`config.mk`:
```
export PLATFORM = sky130hd
export DESIGN_NAME = serial_addsub
export DESIGN_NICKNAME = d
export VERILOG_FILES = /design/src/rtl/serial_addsub.sv
export SDC_FILE = /design/constraint.sdc
export NUM_CORES = 1
export LEC_CHECK = 0
export ABC_CLOCK_PERIOD_IN_PS = 1400
export CAP_MARGIN = 0
export CORE_MARGIN = 3
export CORE_UTILIZATION = 53
export CTS_BUF_LIST = sky130_fd_sc_hd__clkbuf_4
export CTS_CLUSTER_DIAMETER = 100
export DETAILED_ROUTE_END_ITERATION = 8
export PLACE_DENSITY = 0.81
export RECOVER_POWER = 50
export SKIP_LAST_GASP = 1
export SYNTH_ARGS = -nofsm -noshare
export SYNTH_HDL_FRONTEND = slang
export SYNTH_SLANG_ARGS = --single-unit
```
`constraint.sdc`:
```
create_clock -name clk -period 1.4 [get_ports clk]
set_input_delay 0.35 -clock clk [delete_from_list [all_inputs] [get_ports clk]]
set_output_delay 0.35 -clock clk [all_outputs]
set_load 0.05 [all_outputs]
```
`src/rtl/serial_addsub.sv`:
```
// rtl/serial_addsub.sv - bit-serial two's-complement adder/subtractor
//
// Purpose:
//   Adds or subtracts two WIDTH-bit operands one bit per clock, LSB first,
//   using a single full-adder cell and a registered carry. Subtraction is
//   a + ~b + 1, with the +1 supplied by presetting the carry.
//
// Ports:
//   clk       rising-edge clock
//   rst       synchronous active-high reset (priority over start)
//   start     request a new operation, sampled only when busy=0
//   sub       0: a+b, 1: a-b, sampled with start
//   a, b      WIDTH-bit operands, sampled with start
//   busy      high while bits are being processed
//   done      one-cycle pulse, result/cout/overflow just updated
//   result    sum/difference modulo 2^WIDTH
//   cout      carry out of MSB (for subtract, 1 = no borrow)
//   overflow  signed overflow (carry into MSB xor carry out of MSB)

module serial_addsub #(
  parameter int WIDTH = 8
) (
  input  logic             clk,
  input  logic             rst,
  input  logic             start,
  input  logic             sub,
  input  logic [WIDTH-1:0] a,
  input  logic [WIDTH-1:0] b,
  output logic             busy,
  output logic             done,
  output logic [WIDTH-1:0] result,
  output logic             cout,
  output logic             overflow
);

  localparam int CW = $clog2(WIDTH + 1);

  typedef enum logic [1:0] {
    S_IDLE = 2'd0,
    S_RUN  = 2'd1,
    S_DONE = 2'd2
  } state_t;

  state_t state;
  state_t state_next;

  logic [WIDTH-1:0] sa;
  logic [WIDTH-1:0] sb;
  logic [WIDTH-1:0] shreg;
  logic             carry;
  logic [CW-1:0]    count;

  logic             bit_s;
  logic             bit_c;
  logic             last;
  logic             load;
  logic [WIDTH-1:0] sh_next;

  // Full-adder cell on the current LSBs plus the registered carry.
  always_comb begin
    bit_s   = sa[0] ^ sb[0] ^ carry;
    bit_c   = (sa[0] & sb[0]) | (sa[0] & carry) | (sb[0] & carry);
    last    = (count == CW'(WIDTH - 1));
    // New sum bit enters at the MSB; written with shifts so WIDTH=1 works.
    sh_next = (shreg >> 1) | (WIDTH'(bit_s) << (WIDTH - 1));
  end

  // Next-state logic. A start in DONE is accepted so back-to-back
  // operations run every WIDTH+1 cycles.
  always_comb begin
    state_next = state;
    load       = 1'b0;
    case (state)
      S_IDLE: begin
        if (start) begin
          state_next = S_RUN;
          load       = 1'b1;
        end
      end
      S_RUN: begin
        if (last) begin
          state_next = S_DONE;
        end
      end
      S_DONE: begin
        if (start) begin
          state_next = S_RUN;
          load       = 1'b1;
        end else begin
          state_next = S_IDLE;
        end
      end
      default: begin
        state_next = S_IDLE;
      end
    endcase
  end

  always_ff @(posedge clk) begin
    if (rst) begin
      state <= S_IDLE;
    end else begin
      state <= state_next;
    end
  end

  // Datapath: operand shifters, carry, counter and the result registers.
  always_ff @(posedge clk) begin
    if (rst) begin
      sa       <= '0;
      sb       <= '0;
      shreg    <= '0;
      carry    <= 1'b0;
      count    <= '0;
      result   <= '0;
      cout     <= 1'b0;
      overflow <= 1'b0;
    end else if (load) begin
      sa    <= a;
      sb    <= sub ? ~b : b;
      carry <= sub;
      count <= '0;
    end else if (state == S_RUN) begin
      sa    <= sa >> 1;
      sb    <= sb >> 1;
      shreg <= sh_next;
      carry <= bit_c;
      count <= count + CW'(1);
      if (last) begin
        // carry here is still the carry into the MSB.
        result   <= sh_next;
        cout     <= bit_c;
        overflow <= carry ^ bit_c;
      end
    end
  end

  assign busy = (state == S_RUN);
  assign done = (state == S_DONE);

endmodule

```
## Word-level counts from Yosys, hierarchy flattened

Cells that the tools add are included.

- Logic and storage cells: 46
- Output and inout bits: 12
- Flip-flop bits (word level): 41
- Bits of input ports: 20

- Bitwise gates (word level): 11
- Reductions and logical operators: 7
- Eq/ne operators: 5
- Muxes and demuxes: 13
- $add $sub $neg: 1

Operators with widths:

| kind | count |
|---|---|
| 8-bit 2-to-1 mux | 5 |
| 8-bit inverter | 1 |
| 7-bit by 8-bit bitwise OR with 8-bit output | 1 |
| 2-bit case mux with 3 select lines | 1 |
| 1-bit 2-to-1 mux | 5 |
| 4-bit by 1-bit adder with 4-bit output (second input constant) | 1 |
| 4-bit by 3-bit equality test with 1-bit output (second input constant) | 1 |
| 2-bit 2-to-1 mux | 2 |
| 2-bit AND reduction | 2 |
| 2-bit OR reduction | 2 |
| 1-bit bitwise AND | 3 |
| 3-bit AND reduction | 1 |
| 1-bit bitwise XOR | 3 |
| 2-bit by 1-bit equality test with 1-bit output (second input constant) | 1 |
| 2-bit equality test (second input constant) | 1 |
| 2-bit zero test | 1 |
| 2-bit by 1-bit != test with 1-bit output (second input constant) | 1 |
| 2-bit != test (second input constant) | 1 |
| 1-bit bitwise OR | 2 |
| 2-bit nonzero test | 1 |
| 1-bit inverter | 1 |

## Depth between registers and ports, before layout

- Depth in word-level cells: 5
- Depth in mapped cells: 7
- Gate-level depth less buffers: 4

## Worst setup path before layout

Ideal clock, no wire load.

- Path type: register to output
- Start: register state[1]
- End: output port done
- Path buffers: 0
- Stages on the path, launching flop included: 2
- Setup slack: 27 ps
- Arrival: 1,023 ps
- Data required time: 1,050 ps
- Path through: dfxtp_1 > nor2b_1

- Word-level cells in the longest chain between the ends: 1

Ends and longest elaborated chain:

| item | RTL line | source |
|---|---|---|
| from (decl) | 44 | `state_t state;` |
| from (signal assigned) | 103 | `state <= state_next;` |
| 2-bit equality test | 139 | `assign done = (state == S_DONE);` |
| to (decl) | 30 | `output logic done,` |

No other way between the ends.

## Final worst setup path

- Start: register state[1]
- End: output port busy

- Word-level cells in the longest chain between the ends: 1

Ends and longest elaborated chain:

| item | RTL line | source |
|---|---|---|
| 2-bit by 1-bit equality test with 1-bit output | 138 | `assign busy = (state == S_RUN);` |
| to (decl) | 29 | `output logic busy,` |

No other way between the ends.

==> impl_metrics.json <==
{
  "seq_area_frac_synth": 0.4699,
  "fp.dieArea_mm2": 0.003932,
  "wirelength_um": 4230,
  "layout_common_cells": "36 x dfxtp_1, 26 x a21oi_1, 21 x nand2_1",
  "drive_gt1_frac": 0.1754,
  "clockBufferDepth": 2,
  "fin_ws_ns": -0.02030,
  "min_path_cells": 2,
  "overflow": 0,
  "ys_ff_latch": 40,
  "wl_per_cell_um": 15.67,
  "skew_ns": 0.01454,
  "r2r_slack_ns": 0.04,
  "antenna_left": 0,
  "layout_worst_path_cycle_share": 1.014,
  "port_buffers": 31,
  "worstSkewPairLatency_ns": 0.35,
  "cp.arrival_ns": 1.07,
  "worst_slew_margin_rel": 0.7858,
  "grt_start_max_net_pins": 34,
  "yosys_warnings": 0,
  "grt_pass1_vias": 1497,
  "final.min_clock_period_ns": 1.420,
  "chipHeight_um": 62.71,
  "hold_viol": 0,
  "critPathLaunchType": "flop",
  "numCtsBuffers": 5,
  "dp_hpwl_um": 2813,
  "reg2reg_to": "result[3]",
  "whs_endpoint": "result[0]",
  "min_from": "result[0]",
  "rows": 19,
  "fillCellCount": 231,
  "start_util": 0.5876,
  "vdd_ir_drop_max_mv": 0.6860,
  "hold_slack_ns": 0.4796,
  "worstPathRequired_ns": 1.05,
  "rsz0062_at_grt": "true",
  "mostFrequentLayoutCell": "dfxtp_1",
  "drtIter0Drc": 110,
  "register_area_um2": 808.3,
  "final_cells": 270,
  "gp_congestion": 0.8296,
  "drv_cap": 0,
  "synth.cell_area_mm2": 0.001704,
  "violations": "negative setup slack",
  "reg2reg_depth": 5,
  "syn_avg_cell_area_um2": 8.739,
  "yosysUniqueCellTypes": 28,
  "cts_tree": "yes",
  "status": "finished, violations left",
  "ios": 32,
  "multiInputGateArea_um2": 793.3,
  "p_leak_nw": 0.7935,
  "syn-num-nets": 217,
  "antenna_found_initial": 0,
  "h-tree-depth": 2,
  "dpl.cell_count": 261,
  "die_w_um": 62.71,
  "clock-root-buffer": "clkbuf_4",
  "worst_slew_pin_slew_ns": 0.3213,
  "core_area_mm2": 0.002900,
  "crit_type": "flop to output pin",
  "drc": 0,
  "synthTopCellsByArea": "dfxtp_1 47%, a21oi_1 7.6%, nand3_1 5.3%, nand2_1 4.6%, xor2_1 4.6%",
  "holdCritPathClass": "flop to flop",
  "rr_startpoint": "count[0]",
  "yosys.area.top_type_share": 0.4699,
  "syn2layout_area_growth_pct": 27.46,
  "drv_slew": 0,
  "place_ws_ns": -0.1491,
  "clock_sink_count": 40,
  "clk_pin_slew_ns": 0.12,
  "num_antenna_cells": 0,
  "grt_pass1_wl_um": 6927,
  "syn-instance-count": 195,
  "nets": 250,
  "crit_fanout": 3,
  "grt_usage": 0.2226,
  "vias_per_cell": 5.674,
  "power_density_mw_per_mm2": 975.9,
  "netlist.top_cell.by_area": "dfxtp_1",
  "end_kind": "output pin",
  "dr.pass1.iters": 4,
  "timing.fmax_mhz": 704.1,
  "setup_violations": 1,
  "num_vias": 1532
}
## repair_timing
item	in CTS	in global routing
pin swaps	1	0
resized for setup	6	5
endpoints found under the setup margin	9	12
hold buffers	0	0
buffers inserted	2	0
## worst max path at each step
stage	startpoint	endpoint	slack, ns	cells past startpoint
floorplan	state[1]	done	0.03	1
global placement	start	sa[7]	-0.16	5
detailed placement	start	sb[3]	-0.15	5
CTS	state[1]	busy	-0.03	3
global route	count[0]	result[3]	-0.06	5
finish	state[1]	busy	-0.02	3
## sequential cells by signal, summed over array words and instances (netlist names)
| register | flops |
|---|---|
| carry | 1 |
| state | 2 |
| sb | 8 |
| overflow | 1 |
| cout | 1 |
| result | 8 |
| count | 4 |
| sa | 8 |
| shreg | 7 |
## power by group
group | internal [W] | switching, W
Combinational | 0.000171 | 0.000187
Clock | 0.000175 | 0.000355
Sequential | 0.00119 | 0.0000410
## metal layers
metal	track usage	share of wire	up-vias
li1	-	-	749
met5	0	0	-
met4	0.1267	0.021	0
met2	0.3928	0.53	43
met3	0.04317	0.041	12
met1	0.2480	0.41	728
## synthesized netlist by cell type (all sizes together)
master,n
mux2i,3
xor2,9
o21ai,12
nor3,15
a311oi,1
fa,1
buf,15
ha,1
nor2b,2
nand3,18
a22oi,7
and3b,1
or3,1
dfxtp,40
nand3b,2
nand2b,2
nand4,1
a31oi,3
nor2,1
xnor2,2
a21oi,26
clkbuf,4
o22ai,5
nand2,21
inv,2
## worst max-delay path: stages, from the launching register on
cell,delay [ns]
dfxtp_2,0.36
nand2b_4,0.15
inv_4,0.07
buf_12,0.13
## area by class of cell
type                       instances  share of cell area
sequential                        40              0.3721
clock buffer                       5             0.01728
tap                               42             0.02419
clock inverter                     2            0.003456
multi-input combinational        134              0.3652
timing repair buffer              45              0.2131
inverter                           2            0.004608
## logic make-up after synthesis
logic type,after synthesis,synth area share
adders and majority gates,2,0.01909
buffers and inverters,21,0.07489
AOI/OAI and AO/OA,54,0.1806
and+or+nand+nor,64,0.1814
DFF,40,0.4699
muxes,3,0.01762
xor gates and xnor gates,11,0.05654
## per-stage QoR
stage	utilization	power, W	area, µm²	TNS [ns]
3_3_place_gp	0.7489	0.001579	2172	-2.490
5_1_grt	0.7489	0.002220	2172	-0.2383
2_1_floorplan	-	0.001474	1704	0
4_1_cts	0.7765	0.002123	2252	-0.02575
6_report	0.7489	0.002120	2172	-0.02030
3_5_place_dp	0.7489	0.001598	2172	-2.406
(Power assumes the default switching activity.)
